**config.mk**
```make
export PLATFORM = sky130hd
export DESIGN_NAME = riscv_mc_controller
export DESIGN_NICKNAME = d
export VERILOG_FILES = /design/src/rtl/riscv_pkg.sv /design/src/rtl/mc_aludec.sv /design/src/rtl/riscv_mc_controller.sv
export SDC_FILE = /design/constraint.sdc
export NUM_CORES = 1
export LEC_CHECK = 0
export CAP_MARGIN = 25
export CORE_MARGIN = 1
export CORE_UTILIZATION = 40
export DETAILED_ROUTE_END_ITERATION = 8
export GPL_TIMING_DRIVEN = 0
export PLACE_DENSITY = 0.91
export SYNTH_ARGS = -nofsm -noshare
export SYNTH_HDL_FRONTEND = slang
export SYNTH_SLANG_ARGS = --single-unit
export TNS_END_PERCENT = 100
```
**constraint.sdc**
```tcl
create_clock -name clk -period 4.9 [get_ports clk]
set_input_delay 1.47 -clock clk [delete_from_list [all_inputs] [get_ports clk]]
set_output_delay 1.47 -clock clk [all_outputs]
set_load 0.02 [all_outputs]
```
**src/rtl/riscv_pkg.sv**
```systemverilog
// Shared encodings for the RV32I multicycle controller: FSM states, opcodes and ALU codes.
package riscv_pkg;

    typedef enum logic [3:0] {
        StFetch    = 4'd0,
        StDecode   = 4'd1,
        StMemAdr   = 4'd2,
        StMemRead  = 4'd3,
        StMemWb    = 4'd4,
        StMemWrite = 4'd5,
        StExecuteR = 4'd6,
        StExecuteI = 4'd7,
        StAluWb    = 4'd8,
        StJal      = 4'd9,
        StBeq      = 4'd10
    } state_e;

    localparam logic [6:0] OP_LOAD   = 7'b0000011;
    localparam logic [6:0] OP_STORE  = 7'b0100011;
    localparam logic [6:0] OP_R      = 7'b0110011;
    localparam logic [6:0] OP_I      = 7'b0010011;
    localparam logic [6:0] OP_JAL    = 7'b1101111;
    localparam logic [6:0] OP_BRANCH = 7'b1100011;

    localparam logic [1:0] ALUOP_ADD   = 2'b00;
    localparam logic [1:0] ALUOP_SUB   = 2'b01;
    localparam logic [1:0] ALUOP_FUNCT = 2'b10;

    localparam logic [3:0] ALU_ADD  = 4'b0000;
    localparam logic [3:0] ALU_SUB  = 4'b0001;
    localparam logic [3:0] ALU_AND  = 4'b0010;
    localparam logic [3:0] ALU_OR   = 4'b0011;
    localparam logic [3:0] ALU_XOR  = 4'b0100;
    localparam logic [3:0] ALU_SLT  = 4'b0101;
    localparam logic [3:0] ALU_SLL  = 4'b0110;
    localparam logic [3:0] ALU_SRL  = 4'b0111;
    localparam logic [3:0] ALU_SRA  = 4'b1000;
    localparam logic [3:0] ALU_SLTU = 4'b1001;

endpackage

```
**src/rtl/mc_aludec.sv**
```systemverilog
// ALU decoder: maps ALUOp plus instruction function fields to the 4-bit ALU control code.
module mc_aludec
    import riscv_pkg::*;
(
    input  logic [1:0] aluop,
    input  logic [2:0] funct3,
    input  logic       op5,
    input  logic       funct7b5,
    output logic [3:0] alucontrol
);

    always_comb begin
        alucontrol = ALU_ADD;
        case (aluop)
            ALUOP_ADD: alucontrol = ALU_ADD;
            ALUOP_SUB: alucontrol = ALU_SUB;
            ALUOP_FUNCT: begin
                case (funct3)
                    // Only R-type subtracts; addi with imm[10]=1 must still add.
                    3'b000:  alucontrol = (op5 & funct7b5) ? ALU_SUB : ALU_ADD;
                    3'b001:  alucontrol = ALU_SLL;
                    3'b010:  alucontrol = ALU_SLT;
                    3'b011:  alucontrol = ALU_SLTU;
                    3'b100:  alucontrol = ALU_XOR;
                    3'b101:  alucontrol = funct7b5 ? ALU_SRA : ALU_SRL;
                    3'b110:  alucontrol = ALU_OR;
                    default: alucontrol = ALU_AND;
                endcase
            end
            default: alucontrol = ALU_ADD;
        endcase
    end

endmodule

```
**src/rtl/riscv_mc_controller.sv**
```systemverilog
// Multicycle RV32I control FSM sharing one memory port for fetch and data.
// Optional macro MC_BNE_EN adds bne (funct3=001) support in the branch state.
module riscv_mc_controller
    import riscv_pkg::*;
(
    input  logic       clk,
    input  logic       reset,
    input  logic [6:0] op,
    input  logic [2:0] funct3,
    input  logic       funct7b5,
    input  logic       Zero,
    output logic       PCWrite,
    output logic       AdrSrc,
    output logic       MemWrite,
    output logic       IRWrite,
    output logic [1:0] ResultSrc,
    output logic [1:0] ALUSrcA,
    output logic [1:0] ALUSrcB,
    output logic [1:0] ImmSrc,
    output logic [3:0] ALUControl,
    output logic       RegWrite
);

    state_e     state_q, state_d;
    logic [1:0] aluop;
    logic       pcupdate;
    logic       branch;
    logic       taken;
    logic       irwrite_s;
    logic       memwrite_s;
    logic       regwrite_s;

    always_ff @(posedge clk) begin
        if (reset) begin
            state_q <= StFetch;
        end else begin
            state_q <= state_d;
        end
    end

    always_comb begin
        state_d    = StFetch;
        aluop      = ALUOP_ADD;
        pcupdate   = 1'b0;
        branch     = 1'b0;
        irwrite_s  = 1'b0;
        memwrite_s = 1'b0;
        regwrite_s = 1'b0;
        AdrSrc     = 1'b0;
        ResultSrc  = 2'b00;
        ALUSrcA    = 2'b00;
        ALUSrcB    = 2'b00;
        case (state_q)
            StFetch: begin
                irwrite_s = 1'b1;
                ALUSrcB   = 2'b10;
                ResultSrc = 2'b10;
                pcupdate  = 1'b1;
                state_d   = StDecode;
            end
            StDecode: begin
                ALUSrcA = 2'b01;
                ALUSrcB = 2'b01;
                case (op)
                    OP_LOAD, OP_STORE: state_d = StMemAdr;
                    OP_R:              state_d = StExecuteR;
                    OP_I:              state_d = StExecuteI;
                    OP_JAL:            state_d = StJal;
                    OP_BRANCH:         state_d = StBeq;
                    default:           state_d = StFetch;
                endcase
            end
            StMemAdr: begin
                ALUSrcA = 2'b10;
                ALUSrcB = 2'b01;
                state_d = (op == OP_LOAD) ? StMemRead : StMemWrite;
            end
            StMemRead: begin
                AdrSrc  = 1'b1;
                state_d = StMemWb;
            end
            StMemWb: begin
                ResultSrc  = 2'b01;
                regwrite_s = 1'b1;
            end
            StMemWrite: begin
                AdrSrc     = 1'b1;
                memwrite_s = 1'b1;
            end
            StExecuteR: begin
                ALUSrcA = 2'b10;
                aluop   = ALUOP_FUNCT;
                state_d = StAluWb;
            end
            StExecuteI: begin
                ALUSrcA = 2'b10;
                ALUSrcB = 2'b01;
                aluop   = ALUOP_FUNCT;
                state_d = StAluWb;
            end
            StAluWb: begin
                regwrite_s = 1'b1;
            end
            StJal: begin
                ALUSrcA  = 2'b01;
                ALUSrcB  = 2'b10;
                pcupdate = 1'b1;
                state_d  = StAluWb;
            end
            StBeq: begin
                ALUSrcA = 2'b10;
                aluop   = ALUOP_SUB;
                branch  = 1'b1;
            end
            default: state_d = StFetch;
        endcase
    end

    // Branch resolution is Mealy on Zero; only consulted while branch is set.
    always_comb begin
        taken = 1'b0;
        if (funct3 == 3'b000) begin
            taken = Zero;
        end
`ifdef MC_BNE_EN
        else if (funct3 == 3'b001) begin
            taken = ~Zero;
        end
`endif
    end

    always_comb begin
        ImmSrc = 2'b00;
        case (op)
            OP_STORE:  ImmSrc = 2'b01;
            OP_BRANCH: ImmSrc = 2'b10;
            OP_JAL:    ImmSrc = 2'b11;
            default:   ImmSrc = 2'b00;
        endcase
    end

    // Reset suppresses every datapath write so an aborted instruction leaves no trace.
    assign PCWrite  = ~reset & (pcupdate | (branch & taken));
    assign IRWrite  = ~reset & irwrite_s;
    assign MemWrite = ~reset & memwrite_s;
    assign RegWrite = ~reset & regwrite_s;

    mc_aludec u_aludec (
        .aluop      (aluop),
        .funct3     (funct3),
        .op5        (op[5]),
        .funct7b5   (funct7b5),
        .alucontrol (ALUControl)
    );

endmodule

```
== Word-level counts from Yosys, hierarchy flattened ==
Index checks and enable logic that the tools add are counted.
W data, S select, Z words.

* Flip-flop bits (word level): 4
* Input port bits: 14
* Output and inout port bits: 17
* Word-level logic and storage cells: 63

* Eq/ne operators: 24
* Muxes and demuxes: 19
* Bitwise gates (word level): 8
* Reduce and logical (&&, ||, !) cells: 11

{| class="wikitable"
|+ Operators by type and width
! cell !! number
|-
| $pmux W4 S5 || 2
|-
| $pmux W4 S7 || 1
|-
| $eq A4 B3 Y1 const B || 4
|-
| $pmux W2 S2 || 4
|-
| $eq A7 B6 Y1 const B || 2
|-
| $eq A7 B7 Y1 const B || 2
|-
| $eq A4 B4 Y1 const B || 3
|-
| $reduce_or A2 Y1 || 6
|-
| $eq A3 B3 Y1 const B || 3
|-
| $eq A4 B2 Y1 const B || 2
|-
| $mux W1 || 8
|-
| $pmux W4 S2 || 1
|-
| $eq A7 B2 Y1 const B || 1
|-
| $eq A7 B5 Y1 const B || 1
|-
| $and A1 B1 Y1 || 6
|-
| $eq A3 B2 Y1 const B || 2
|-
| $pmux W2 S3 || 1
|-
| $reduce_or A3 Y1 || 2
|-
| $eq A4 B1 Y1 const B || 1
|-
| $logic_not A4 Y1 || 1
|-
| $mux W4 || 1
|-
| $reduce_or A4 Y1 || 1
|-
| $eq A3 B1 Y1 const B || 1
|-
| $logic_not A3 Y1 || 1
|-
| other kinds (5) || 5
|}

== Depth between registers and ports, before layout ==
* Depth in word-level cells: 5
* Mapped depth: 7
* Gate-level depth less buffers: 6

== Hierarchy ==
Synthesis repeated with hierarchy kept, for this count alone.

* Cells, all modules: 83
* Area total of the unflattened synthesis: 615.6 µm²

{| class="wikitable"
|+ Modules (own cells, without submodules)
! module !! instances !! cells each !! area each (µm²) !! sequential area each (µm²)
|-
| riscv_mc_controller || 1 || 61 || 478.0 || 80.1
|-
| mc_aludec || 1 || 22 || 137.6 || 0.0
|}

== Least setup slack after synthesis ==
No wires, ideal clock.

* Path kind: input to output
* Start point: input port funct3[1]
* End point: output port ALUControl[2]
* Data arrival time: 2.806 ns
* Required time: 3.430 ns
* Setup slack: 0.624 ns
* Stages: 4
* Path buffers: 1
* Path through: buf_2 > a21oi_1 > nor2b_1 > a2111oi_0

* Cells in the longest elaborated chain, start to end: 3
* Elaborated cells on any way between the ends: 9
* Those cells by class: eq/ne (6); mux (2); reduce/logical (1)

{| class="wikitable"
|+ Ends and longest elaborated chain
! item !! line !! text
|-
| start: declaration || riscv_mc_controller.sv:9 || <nowiki>input logic [2:0] funct3,</nowiki>
|-
| $eq A3 B3 Y1, or another cell as far along || mc_aludec.sv:18 || <nowiki>case (funct3)</nowiki>
|-
| $pmux W4 S7 (*) || mc_aludec.sv:18 ||
|-
| $pmux W4 S2 (*) || mc_aludec.sv:14 || <nowiki>case (aluop)</nowiki>
|-
| end: declaration || riscv_mc_controller.sv:20 || <nowiki>output logic [3:0] ALUControl,</nowiki>
|}

Mark *: on every way between the ends. The rest lies on a longest branch, timed or not.

== Worst setup path in the final report ==
* Start point: input port funct3[0]
* End point: output port ALUControl[0]

Same word-level chain as after synthesis.

==> reports/qor.yml <==
placed_design:
  place_congestion: 0.7622
  port_buffers: 29
  dpl_worst_slack_ns: -0.09075
  dp_hpwl_um: 1224
clocking:
  clk_path_buf_depth: 2
  cts_tree: "built"
  clk_pin_slew_ns: 0.04
  cts_resized: 1
  htreeDepth: 1
  clkLatencyLatePin_ns: 0.25
  cts_setup_buffers: 0
  cts_hold_buf: 0
  clock_sinks: 4
  root_buffer: "clkbuf_4"
  cts_buffers: 3
grt:
  grtUsageTotal: 0.2222
  grt_pass1_wl_um: 2373
  first_global_vias: 561
  grt_max_degree: 11
  antenna_found_initial: 0
  grt.overflow.total: 0
logic_synthesis:
  synth.largest_area_cell: "dfxtp_1"
  synth_top_family_by_area: "simple AND/OR/NAND/NOR gates"
  synthCells: 81
  yosysWarnings: 0
  synth_compound_area_frac: 0.2132
  synth_area_leaders: "dfxtp_1, a21oi_1, xnor2_1"
  yosysUniqueCellTypes: 37
  mappedNetlistArea_um2: 569.3
  syn_nets: 97
  postSynthAreaPerCell_um2: 7.028
  synthMuxAreaShare: 0
  ys_seq_area_frac: 0.1407
  synth.ff_latch_count: 4
  synthXorXnorAreaFrac: 0.06154
  synthSimpleGateAreaFrac: 0.4527
  synth_top_area_share: 0.1407
  synth_fa_ha_area_frac: 0.04396
power_and_ir_drop:
  totalPowerFinal_w: 0.0001251
  ir_drop_v: 0.0001394
  power.leakage_nw: 0.3576
  sw_frac_of_total: 0.3188
  p_comb_frac: 0.368
  p_seq_frac: 0.278
  pwr-share-clk: 0.353
  p_sw_w: 0.00003988
  p_int_w: 0.00008520
  powerDensity_nw_per_um2: 139.0
status:
  status: "finished clean"
worst_hold_path:
  worstHoldPathType: "reg -> reg"
  hold_start: "state_q[2]"
  min_to: "state_q[3]"
  holdPathStages: 3
die:
  fp.dieH_um: 39.73
  start_util: 0.4321
  die_x_um: 39.73
  dieArea_um2: 1578
  io_pins: 31
  rows: 13
  core_um2: 1318
sta:
  setup_slack_ns: 0.1892
  finalClockSkew_ns: 0.005051
  final-hold-violation-count: 0
  maxSlewViolCount: 0
  timing.final.crit_period_ns: 4.711
  rsz0062_at_grt: "false"
  worstMarginPinSlew_ns: 0.4198
  max_slew_margin: 0.7180
  setup_viol: 0
  min_period_over_period: 0.9614
  fmax_mhz: 212.3
final_layout:
  finalNetCount: 131
  largest_register_ff_count: 4
  reg.largest.list: "state_q (4)"
  mostFrequentLayoutCell: "clkdlybuf4s50_1"
  fillers: 121
  drive_gt1_frac: 0.1150
  regArea_um2: 80.08
  layout_common_cells: "clkdlybuf4s50_1, a21oi_1, inv_1"
  multi_input_area_um2: 439.2
  regMostFlops: "state_q"
  num_antenna_cells: 0
  syn2layout_area_growth_pct: 58.02
route:
  routed_via_density: 5.625
  wl_um: 1596
  ant_nets: 0
  drcViolationCount: 0
  dr_total_vias: 720
  first_pass_iters: 4
  drtIter0Drc: 16
  wl_per_cell_um: 12.47
worst_setup_path:
  slowest_delay_ns: 0.57
  worstReg2RegStart: "state_q[1]"
  r2r_slack_ns: 3.63
  startpoint_type: "primary input"
  r2r-end: "state_q[3]"
  rr_worst_depth: 3
  required_ns: 3.43
  critPathMaxFanout: 6
  cp.arrival_ns: 3.24
  slowest_stage: "clkdlybuf4s50_1"
  path_class: "in -> out"
  cp-end-kind: "primary output"
  crit_chain: "clkdlybuf4s50_1, inv_2, or4b_1, a311oi_1, dlygate4sd2_1"
run:
  cap_violations: 0
-- critical path, delay by kind of cell --
kind	cells	cell delay [ns]
compound gates	1	0.27
buf+inv	3	1.00
simple gates	1	0.50
-- power groups by stage --
stage | Clock [W] | Sequential [W] | Combinational (W)
floorplan | 0 | 0.0000349 | 0.0000216
global placement | 0 | 0.0000352 | 0.0000447
detailed placement | 0 | 0.0000353 | 0.0000457
CTS | 0.0000446 | 0.0000348 | 0.0000460
global route | 0.0000456 | 0.0000349 | 0.0000497
finish | 0.0000442 | 0.0000348 | 0.0000460
-- Yosys cell counts --
cell type  count
a21oi_1        7
inv_1          6
nand2_1        5
nor3_1         5
buf_2          4
dfxtp_1        4
nand2b_1       4
nor2_1         4
nand3_1        3
nor2b_1        3
nor3b_1        3
nor4_1         3
xnor2_1        3
and4bb_2       2
ha_1           2
o21bai_1       2
a2111oi_0      1
a21boi_0       1
a21o_1         1
a221oi_1       1
a311oi_1       1
a31oi_1        1
and3b_1        1
and3b_2        1
and4b_1        1
clkbuf_1       1
inv_2          1
nand3b_1       1
nand4_1        1
nor4b_1        1
o21a_1         1
o21ai_0        1
o221a_2        1
or2_2          1
or3_1          1
or4b_1         1
xor2_1         1
-- cells by family after synthesis --
logic type / Yosys count
buffers and inverters: 12
AND/OR/NAND/NOR: 41
AO/OA/AOI/OAI: 18
adder cells (fa/ha/maj): 2
flip-flops: 4
XOR/XNOR: 4
-- per-layer routing --
metal | GRT usage | vias up | wire length (µm)
li1 | - | 359 | -
met1 | 0.2676 | 340 | 683
met2 | 0.3893 | 18 | 823
met3 | 0.05114 | 3 | 75
met4 | 0.05172 | 0 | 14
met5 | 0 | - | 0
-- per-stage QoR --
stage               hold WS [ns]  TNS (ns)  cell area (µm²)  instances  utilization
CTS                       0.6891         0            899.6        128       0.6828
floorplan                 0.6027         0            569.3         81            -
finish                    0.6860         0            899.6        128       0.6828
global placement          0.6602  -0.09221            878.3        125       0.6667
global route              0.7202         0            899.6        128       0.6828
detailed placement        0.6686  -0.09075            878.3        125       0.6667
-- worst max path at each step --
stage,endpoint,slack (ns),depth (start not counted),startpoint
detailed placement,ALUControl[0],-0.09,5,funct3[0]
floorplan,ALUControl[2],0.62,4,funct3[1]
CTS,ALUControl[0],0.19,5,funct3[0]
global route,IRWrite,0.09,4,reset
finish,ALUControl[0],0.19,5,funct3[0]
global placement,ALUControl[0],-0.09,5,funct3[0]
-- final cells by class --
class	count	share of cell area
Buffer	5	0.02643
Clock buffer	3	0.02503
Inverter	7	0.02921
Multi-Input combinational cell	65	0.4882
Sequential cell	4	0.08901
Tap cell	15	0.02086
Timing Repair Buffer	29	0.3213
Power figures use the tool's default switching activity.
